## src/rtl/mem_lsu.sv

```systemverilog
// Memory load/store unit between EX_MEM and MEM_WB.
// Formats store lanes and byte enables, runs a single outstanding bus
// access (IDLE/BUSY), sign/zero-extends loads and flags misaligned or
// illegal accesses.
// Optional build macro MEM_LSU_TIMEOUT_EN adds a bus timeout (bus_err_o).
module mem_lsu #(
  parameter int unsigned TIMEOUT_CYCLES = 16
) (
  input  logic        CLK,
  input  logic        RESET,
  input  logic [31:0] ALUresult_i,
  input  logic [31:0] RDdata_i,
  input  logic [4:0]  RDaddr_i,
  input  logic        RegWrite_i,
  input  logic        MemToReg_i,
  input  logic        MemRead_i,
  input  logic        MemWrite_i,
  input  logic [2:0]  funct3_i,
  output logic        dmem_req_o,
  output logic        dmem_we_o,
  output logic [31:0] dmem_addr_o,
  output logic [31:0] dmem_wdata_o,
  output logic [3:0]  dmem_be_o,
  input  logic        dmem_ack_i,
  input  logic [31:0] dmem_rdata_i,
  output logic        stall_o,
  output logic [31:0] ReadData_o,
  output logic [31:0] ALUresult_o,
  output logic [4:0]  RDaddr_o,
  output logic        RegWrite_o,
  output logic        MemToReg_o,
  output logic        access_err_o,
  output logic        bus_err_o
);

  if (TIMEOUT_CYCLES < 1 || TIMEOUT_CYCLES > 255) begin : g_bad_timeout
    $error("mem_lsu: TIMEOUT_CYCLES must be 1..255");
  end

  typedef enum logic [0:0] {StIdle, StBusy} state_e;

  state_e      state_q, state_d;

  // Operation captured on BUSY entry, replayed to MEM_WB on completion
  logic [31:0] alu_q;
  logic [4:0]  rd_q;
  logic        regwrite_q;
  logic        memtoreg_q;
  logic        load_q;
  logic [1:0]  lane_q;
  logic [2:0]  funct3_q;

  logic [1:0]  lane;
  logic        mem_op;
  logic        illegal_f3;
  logic        misaligned;
  logic        accept;
  logic        busy;
  logic        ack_seen;
  logic        timeout_hit;
  logic [31:0] lane_wdata;
  logic [3:0]  lane_be;
  logic [7:0]  rd_byte;
  logic [15:0] rd_half;
  logic [31:0] load_data;

  assign lane     = ALUresult_i[1:0];
  assign mem_op   = MemRead_i | MemWrite_i;
  assign busy     = (state_q == StBusy);
  assign ack_seen = busy & dmem_ack_i;

  // Decode legality and alignment of the presented access
  always_comb begin
    illegal_f3 = (funct3_i == 3'b011) || (funct3_i == 3'b110) || (funct3_i == 3'b111);
    misaligned = 1'b0;
    unique case (funct3_i[1:0])
      2'b01:   misaligned = lane[0];
      2'b10:   misaligned = (lane != 2'b00);
      default: misaligned = 1'b0;
    endcase
  end

  assign accept = (state_q == StIdle) & mem_op & ~illegal_f3 & ~misaligned;

`ifdef MEM_LSU_TIMEOUT_EN
  logic [7:0] tmo_cnt_q;

  // Ack in the same cycle takes priority over the timeout
  assign timeout_hit = busy & ~dmem_ack_i & (tmo_cnt_q == 8'(TIMEOUT_CYCLES - 1));

  // Cycles spent in BUSY without an ack
  always_ff @(posedge CLK) begin
    if (RESET) begin
      tmo_cnt_q <= 8'd0;
    end else if (accept) begin
      tmo_cnt_q <= 8'd0;
    end else if (busy && !dmem_ack_i) begin
      tmo_cnt_q <= tmo_cnt_q + 8'd1;
    end
  end
`else
  assign timeout_hit = 1'b0;
`endif

  // Stall drops in the completing cycle so upstream advances on that edge
  assign stall_o = accept | (busy & ~dmem_ack_i & ~timeout_hit);

  // Store lane replication and byte enables; loads read the whole word
  always_comb begin
    lane_wdata = RDdata_i;
    lane_be    = 4'b1111;
    if (MemWrite_i) begin
      unique case (funct3_i[1:0])
        2'b00: begin
          lane_wdata = {4{RDdata_i[7:0]}};
          lane_be    = 4'b0001 << lane;
        end
        2'b01: begin
          lane_wdata = {2{RDdata_i[15:0]}};
          lane_be    = lane[1] ? 4'b1100 : 4'b0011;
        end
        default: begin
          lane_wdata = RDdata_i;
          lane_be    = 4'b1111;
        end
      endcase
    end
  end

  // Select the addressed lane of the read word and extend it
  always_comb begin
    rd_byte = dmem_rdata_i[{lane_q, 3'b000} +: 8];
    rd_half = lane_q[1] ? dmem_rdata_i[31:16] : dmem_rdata_i[15:0];
    unique case (funct3_q)
      3'b000:  load_data = {{24{rd_byte[7]}}, rd_byte};
      3'b100:  load_data = {24'd0, rd_byte};
      3'b001:  load_data = {{16{rd_half[15]}}, rd_half};
      3'b101:  load_data = {16'd0, rd_half};
      default: load_data = dmem_rdata_i;
    endcase
  end

  // Next-state logic
  always_comb begin
    state_d = state_q;
    unique case (state_q)
      StIdle:  if (accept) state_d = StBusy;
      StBusy:  if (ack_seen || timeout_hit) state_d = StIdle;
      default: state_d = StIdle;
    endcase
  end

  // State, bus request and MEM_WB output registers
  always_ff @(posedge CLK) begin
    if (RESET) begin
      state_q      <= StIdle;
      alu_q        <= 32'd0;
      rd_q         <= 5'd0;
      regwrite_q   <= 1'b0;
      memtoreg_q   <= 1'b0;
      load_q       <= 1'b0;
      lane_q       <= 2'd0;
      funct3_q     <= 3'd0;
      dmem_req_o   <= 1'b0;
      dmem_we_o    <= 1'b0;
      dmem_addr_o  <= 32'd0;
      dmem_wdata_o <= 32'd0;
      dmem_be_o    <= 4'd0;
      ReadData_o   <= 32'd0;
      ALUresult_o  <= 32'd0;
      RDaddr_o     <= 5'd0;
      RegWrite_o   <= 1'b0;
      MemToReg_o   <= 1'b0;
      access_err_o <= 1'b0;
      bus_err_o    <= 1'b0;
    end else begin
      state_q      <= state_d;
      access_err_o <= 1'b0;
      bus_err_o    <= 1'b0;
      unique case (state_q)
        StIdle: begin
          if (accept) begin
            alu_q        <= ALUresult_i;
            rd_q         <= RDaddr_i;
            regwrite_q   <= RegWrite_i;
            memtoreg_q   <= MemToReg_i;
            load_q       <= MemRead_i;
            lane_q       <= lane;
            funct3_q     <= funct3_i;
            dmem_req_o   <= 1'b1;
            dmem_we_o    <= MemWrite_i;
            dmem_addr_o  <= {ALUresult_i[31:2], 2'b00};
            dmem_wdata_o <= lane_wdata;
            dmem_be_o    <= lane_be;
            RegWrite_o   <= 1'b0;
          end else begin
            // Plain ALU op, or a rejected memory op that must not write back
            ALUresult_o  <= ALUresult_i;
            RDaddr_o     <= RDaddr_i;
            MemToReg_o   <= MemToReg_i;
            RegWrite_o   <= RegWrite_i & ~mem_op;
            access_err_o <= mem_op;
          end
        end
        StBusy: begin
          if (dmem_ack_i) begin
            dmem_req_o  <= 1'b0;
            dmem_we_o   <= 1'b0;
            ALUresult_o <= alu_q;
            RDaddr_o    <= rd_q;
            RegWrite_o  <= regwrite_q;
            MemToReg_o  <= memtoreg_q;
            if (load_q) ReadData_o <= load_data;
          end else if (timeout_hit) begin
            dmem_req_o <= 1'b0;
            dmem_we_o  <= 1'b0;
            RegWrite_o <= 1'b0;
            bus_err_o  <= 1'b1;
          end else begin
            RegWrite_o <= 1'b0;
          end
        end
        default: ;
      endcase
    end
  end

endmodule

```

## config.mk

```make
export PLATFORM = sky130hd
export DESIGN_NAME = mem_lsu
export DESIGN_NICKNAME = d
export VERILOG_FILES = /design/src/rtl/mem_lsu.sv
export SDC_FILE = /design/constraint.sdc
export NUM_CORES = 1
export LEC_CHECK = 0
export ABC_AREA = 1
export BUFFER_PORTS_ARGS = -buffer_cell sky130_fd_sc_hd__buf_2
export CAP_MARGIN = 10
export CORE_MARGIN = 2
export CORE_UTILIZATION = 40
export CTS_CLUSTER_SIZE = 24
export DETAILED_ROUTE_END_ITERATION = 12
export GPL_ROUTABILITY_DRIVEN = 0
export PLACE_DENSITY = 0.68
export SYNTH_ARGS = -nofsm -noshare
export SYNTH_HDL_FRONTEND = slang
export SYNTH_SLANG_ARGS = --single-unit
```

## constraint.sdc

```tcl
create_clock -name CLK -period 1.5 [get_ports CLK]
set_input_delay 0.3 -clock CLK [delete_from_list [all_inputs] [get_ports CLK]]
set_output_delay 0.3 -clock CLK [all_outputs]
set_load 0.01 [all_outputs]
```

# --- Yosys cells after proc, flatten, opt, wreduce, memory -nomap -nowiden ---
# Cells that the tools add are included.
# Widths: inputs -> output; s select.
op_classes:
  eq_ne: 11
  shifts: 2
  muxes: 28
  n_bitwise: 13
  reduce_logical: 10
ops:
  columns: ["operator", "n"]
  rows:
  - ["$pmux 32 s2", 2]
  - ["$pmux 32 s4", 1]
  - ["$mux 32", 3]
  - ["$shiftx 32x6->8", 1]
  - ["$mux 16", 1]
  - ["$eq 3x3->1 const B", 4]
  - ["$pmux 1 s2", 6]
  - ["$mux 5", 2]
  - ["$pmux 5 s2", 1]
  - ["$mux 1", 9]
  - ["$mux 4", 2]
  - ["$pmux 4 s2", 1]
  - ["$and 1x1->1", 6]
  - ["$ne 2x2->1 const B", 3]
  - ["$reduce_and 2->1", 3]
  - ["$not 1->1", 5]
  - ["$shl 1x2->4 const A", 1]
  - ["$eq 3x1->1 const B", 1]
  - ["$eq 3x2->1 const B", 1]
  - ["$logic_not 3->1", 1]
  - ["$reduce_and 3->1", 1]
  - ["$reduce_or 3->1", 1]
  - ["$eq 2x1->1 const B", 1]
  - ["$eq 2x2->1 const B", 1]
  - ["other kinds (4)", 6]
totals:
  regBits: 186
  input_bits: 111
  out_inout_bits: 144
  word_cells: 83

# --- Depth between registers and ports, before layout ---
logic_depth:
  depth_word: 8
  mapped_depth: 11
  mapped_depth_nobuf: 10

# --- Worst setup path after synthesis ---
# No wires, ideal clock.
synth_timing:
  path_type: "input-to-output"
  from: "input funct3_i[1]"
  to: "output stall_o"
  t_arrival_ns: 1.323
  t_required_ns: 1.200
  slack_ns: -0.123
  path_stages: 8
  path_buffers: 3
  path_cell_list: "inv_1 ha_1 o21ai_1 o21ai_2 buf_6 buf_6 buf_6 nand2_1"
synth_between:
  elab_chain_len: 7
  elab_cells_between_ends: 13
  classes_between: "eq/ne: 5; mux: 1; bitwise: 5; reduce/logical: 2"
synth_rtl:
  columns: ["item", "line_no", "source"]
  rows:
  - ["start, declared", "18", "input logic [2:0] funct3_i,"]
  - ["$eq 3x2->1 / $eq 3x3->1 (equally long branches)", "74", "illegal_f3 = (funct3_i == 3'b011) || (funct3_i == 3'b110) || (funct3_i == 3'b111);"]
  - ["$logic_or 1x1->1 (2 in series)", "74", null]
  - ["$not 1->1", "83", "assign accept = (state_q == StIdle) & mem_op & ~illegal_f3 & ~misaligned;"]
  - ["$and 1x1->1", "83", null]
  - ["$and 1x1->1 *", "83", null]
  - ["$or 1x1->1 *", "106", "assign stall_o = accept | (busy & ~dmem_ack_i & ~timeout_hit);"]
  - ["end, declared", "26", "output logic stall_o,"]
# Mark *: on every way between the ends. The rest lies on a longest branch, timed or not.

# --- Final worst setup path ---
layout_timing:
  from: "register state_q, in the netlist busy"
  to: "output stall_o"
layout_between:
  elab_chain_len: 5
  elab_cells_between_ends: 6
  classes_between: "bitwise: 6"
layout_rtl:
  columns: ["item", "line_no", "source"]
  rows:
  - ["start, declared", "42", "state_e state_q, state_d;"]
  - ["start signal, assigned", "156", "state_q <= StIdle;"]
  - ["start signal, assigned", "177", "state_q <= state_d;"]
  - ["$not 1->1 (no line)", null, null]
  - ["$and 1x1->1 (3 in series)", "83", null]
  - ["$or 1x1->1 *", "106", null]
# Marked as above.

==> run summary <==
Initial Util - 0.405
Placement Rows - 50
CORE AREA - 18600 µm²
Startpoint Class - flop
Final nets - 1422
Root Buffer - clkbuf_16
TritonCTS Sinks - 154
Crit Path Class - reg -> out
Failing checks - negative setup slack
I/O pins - 255
Hpwl dp - 15700 µm
Critical Path End Type - primary output
Total instance count after detailed placement - 1513
Ys Warns - 0
Area Growth Syn to Fin - 33.4%
Detailed-router iteration count before antenna repair - 5
Initial DRC count - 463
CTS tree - done
Fin cells - 1555
Hold Vio Cnt, Final - 0
CP required - 1.20 ns
Worst r2r path cells - 9
Max-cap violations - 0
# setup viols final - 1
Port Buffers - 251
FF/Latch Area - 3090 µm²
Via/cell ratio - 4.97
Grt total ovfl - 0
CP max FO - 3
Number of global-route vias before repair - 7047
Fin. max-slew vios - 0
Pleak - 0.00508 µW
Final core occ - 0.541
Final wirelength - 22800 µm
Min-Delay Path Depth - 3
Status - complete, but fails checks
CTS buffer count - 17
Critical path's top delay family - flip-flops
Post-Syn Area - 7530 µm²
Final min period - 1.67 ns
Avg WL per Cell - 14.6 µm
CP max stage delay - 0.36 ns
Die width - 141 µm
Hold wc startpoint - ALUresult_i[20]
Reg-to-reg slack, setup - 0.01 ns
Worst Path Buf+Inv - 3
Peak supply drop - 0.000758 V
Seq/Total Area, Yosys - 0.409
P per Cell Area - 1200 nW/µm²
Initial antenna violation count - 2
Final period util - 1.11
CTS Hold Bufs - 0
Yosys cell types - 29
ANT nets after route - 0
Syn Inst Count - 1077
Slowest cell on crit path - dfxtp_4
TNS Setup - -0.171 ns
Drt drc - 0
Layout cell share with drive strength beyond 1 - 0.312
Hold WC Path Type - in -> reg
Footprint of the multi-input gates - 3770 µm²
Worst Hold End - alu_q[20]
Clock transition at path regs - 0.07 ns
H-tree levels - 4
Register bit total from synthesis - 154
Clock latency on the worst-skew pair - 0.42 ns
Slack of the critical path - -0.171 ns
Largest net degree at the start of global routing - 77
R2r endpoint - RDaddr_o[0]
Worst Path Arrival - 1.37 ns
First-pass GRT wire length - 35000 µm
Final Power - 12000 µW
Crit-path cells - inv_4 -> o21ai_4 -> nor2_2 -> o21ai_4 -> buf_6 -> nand2_4 -> buf_6
Die Ht - 141 µm
Fmax - 0.598 GHz
RSZ-0062 raised after global routing - yes
Clock tree buffer depth - 2
Clock skew - 0.00916 ns
Reg-to-Reg Start - busy
# fillers - 1840
Die area - 19900 µm²
Tot GR Track Use - 0.216
Vias - 7722
Mean Syn Cell Area - 6.99 µm²
## where the power goes
part / leakage [µW] / total (µW) / switching (µW) / internal, µW
Clock: 0.000277 / 4280 / 1920 / 2360
Combinational: 0.00353 / 2990 / 1700 / 1280
Sequential: 0.00127 / 4760 / 254 / 4500
## logic make-up after synthesis
| family | Yosys count | synth area share |
|---|---|---|
| AND/OR/NAND/NOR | 476 | 0.253 |
| AO/OA/AOI/OAI | 227 | 0.160 |
| buffers and inverters | 179 | 0.122 |
| flip-flops | 154 | 0.409 |
| multiplexers | 36 | 0.0478 |
| adder cells (fa/ha/maj) | 4 | 0.00664 |
| other | 1 | 0.000498 |
## cell usage in the layout, fill, tap and decap left out, types with 3 or more instances in the layout
| cell | synthesis | layout |
|---|---|---|
| conb_1 | 1 | 3 |
| o21ai_1 | 3 | 25 |
| or2_2 | 4 | 4 |
| a21oi_1 | 79 | 57 |
| clkinvlp_4 | 0 | 3 |
| buf_2 | 22 | 250 |
| nand3_1 | 64 | 64 |
| mux2i_1 | 36 | 36 |
| a21o_1 | 5 | 5 |
| o21ai_0 | 117 | 79 |
| o21a_1 | 3 | 3 |
| ha_4 | 0 | 3 |
| nor2_2 | 1 | 3 |
| nand4_1 | 6 | 6 |
| buf_4 | 39 | 42 |
| nor2_1 | 177 | 175 |
| dfxtp_1 | 154 | 151 |
| nand2_2 | 3 | 3 |
| buf_6 | 10 | 5 |
| buf_12 | 0 | 12 |
| o21bai_1 | 16 | 16 |
| inv_1 | 67 | 65 |
| nand2_1 | 219 | 217 |
| inv_8 | 0 | 4 |
| o21ai_2 | 1 | 15 |
| a21oi_2 | 0 | 20 |
| inv_6 | 0 | 6 |
| clkbuf_16 | 0 | 21 |
## routing by layer
| layer | global-route usage | share of wire | vias up |
|---|---|---|---|
| met5 | 0 | 0.00057 | - |
| met4 | 0.0732 | 0.019 | 2 |
| li1 | - | - | 3902 |
| met2 | 0.367 | 0.48 | 279 |
| met1 | 0.265 | 0.43 | 3504 |
| met3 | 0.0594 | 0.072 | 35 |
## final cells by class
cell class,instances,share of cell area
multi-input cells,746,0.375
repair buffers,315,0.200
clock buffers,18,0.0427
clock inverters,14,0.0154
inverters,73,0.0304
well taps,234,0.0291
diodes,1,0.000249
flip-flops and latches,154,0.307
## per-stage QoR
| stage | setup slack [ns] | instance area, µm² | hold slack, ns |
|---|---|---|---|
| after detailed placement | -0.281 | 9100 | 0.451 |
| after global placement | -0.268 | 9100 | 0.450 |
| after CTS | -0.175 | 9740 | 0.120 |
| after floorplan | -0.00329 | 7610 | 0.444 |
| after global routing | -0.215 | 10000 | 0.118 |
| final | -0.171 | 10000 | 0.121 |
## worst max path at each step
stage / endpoint / slack, ns / cells past startpoint / startpoint
floorplan: stall_o / -0.003 / 8 / funct3_i[0]
global placement: stall_o / -0.27 / 8 / funct3_i[0]
detailed placement: stall_o / -0.28 / 8 / funct3_i[0]
CTS: stall_o / -0.18 / 7 / busy
global route: stall_o / -0.22 / 7 / busy
finish: stall_o / -0.17 / 7 / busy
## sequential cells by signal, summed over array words and instances (netlist names), 3 cells and up
register      cells
dmem_wdata_o     32
funct3_q          3
alu_q            32
ALUresult_o      32
RDaddr_o          5
ReadData_o       32
rd_q              5
dmem_be_o         4
## worst reg2reg max path, cell delays in order, from the launching register on
cell and delay, ns:
dfxtp_4 0.36, inv_4 0.07, o21ai_4 0.06, nor2_2 0.12
o21ai_4 0.08, buf_4 0.17, buf_12 0.16, clkbuf_16 0.19
a21oi_1 0.13, nor2_1 0.05
## cell usage after synthesis
| cell type | instances | share of area |
|---|---|---|
| nand3b_1 | 1 | 0.0010 |
| ha_1 | 4 | 0.0066 |
| dfxtp_1 | 154 | 0.41 |
| buf_6 | 10 | 0.015 |
| nor2_2 | 1 | 0.00083 |
| buf_2 | 22 | 0.015 |
| clkbuf_1 | 35 | 0.017 |
| o21ai_2 | 1 | 0.0012 |
| o21bai_1 | 16 | 0.016 |
| o21a_1 | 3 | 0.0030 |
| mux2i_1 | 36 | 0.048 |
| inv_2 | 5 | 0.0025 |
| o21ai_1 | 3 | 0.0020 |
| or2_1 | 1 | 0.00083 |
| clkinv_1 | 1 | 0.00050 |
| o211ai_1 | 2 | 0.0020 |
| nand2_2 | 3 | 0.0025 |
| buf_4 | 39 | 0.039 |
| conb_1 | 1 | 0.00050 |
| nand2_1 | 219 | 0.11 |
| a21o_1 | 5 | 0.0050 |
| a31oi_1 | 1 | 0.00083 |
| or2_2 | 4 | 0.0033 |
| nand4_1 | 6 | 0.0050 |
| nor2_1 | 177 | 0.088 |
| nand3_1 | 64 | 0.043 |
| o21ai_0 | 117 | 0.078 |
| inv_1 | 67 | 0.033 |
| a21oi_1 | 79 | 0.052 |
## timing repair
action / CTS / global route
setup endpoints to repair: 6 / 98
resized for setup: 9 / 89
pin swaps: 1 / 3
gates cloned: 0 / 5
setup buffers: 4 / 0
Note: power is estimated with default switching activity, not from simulation.
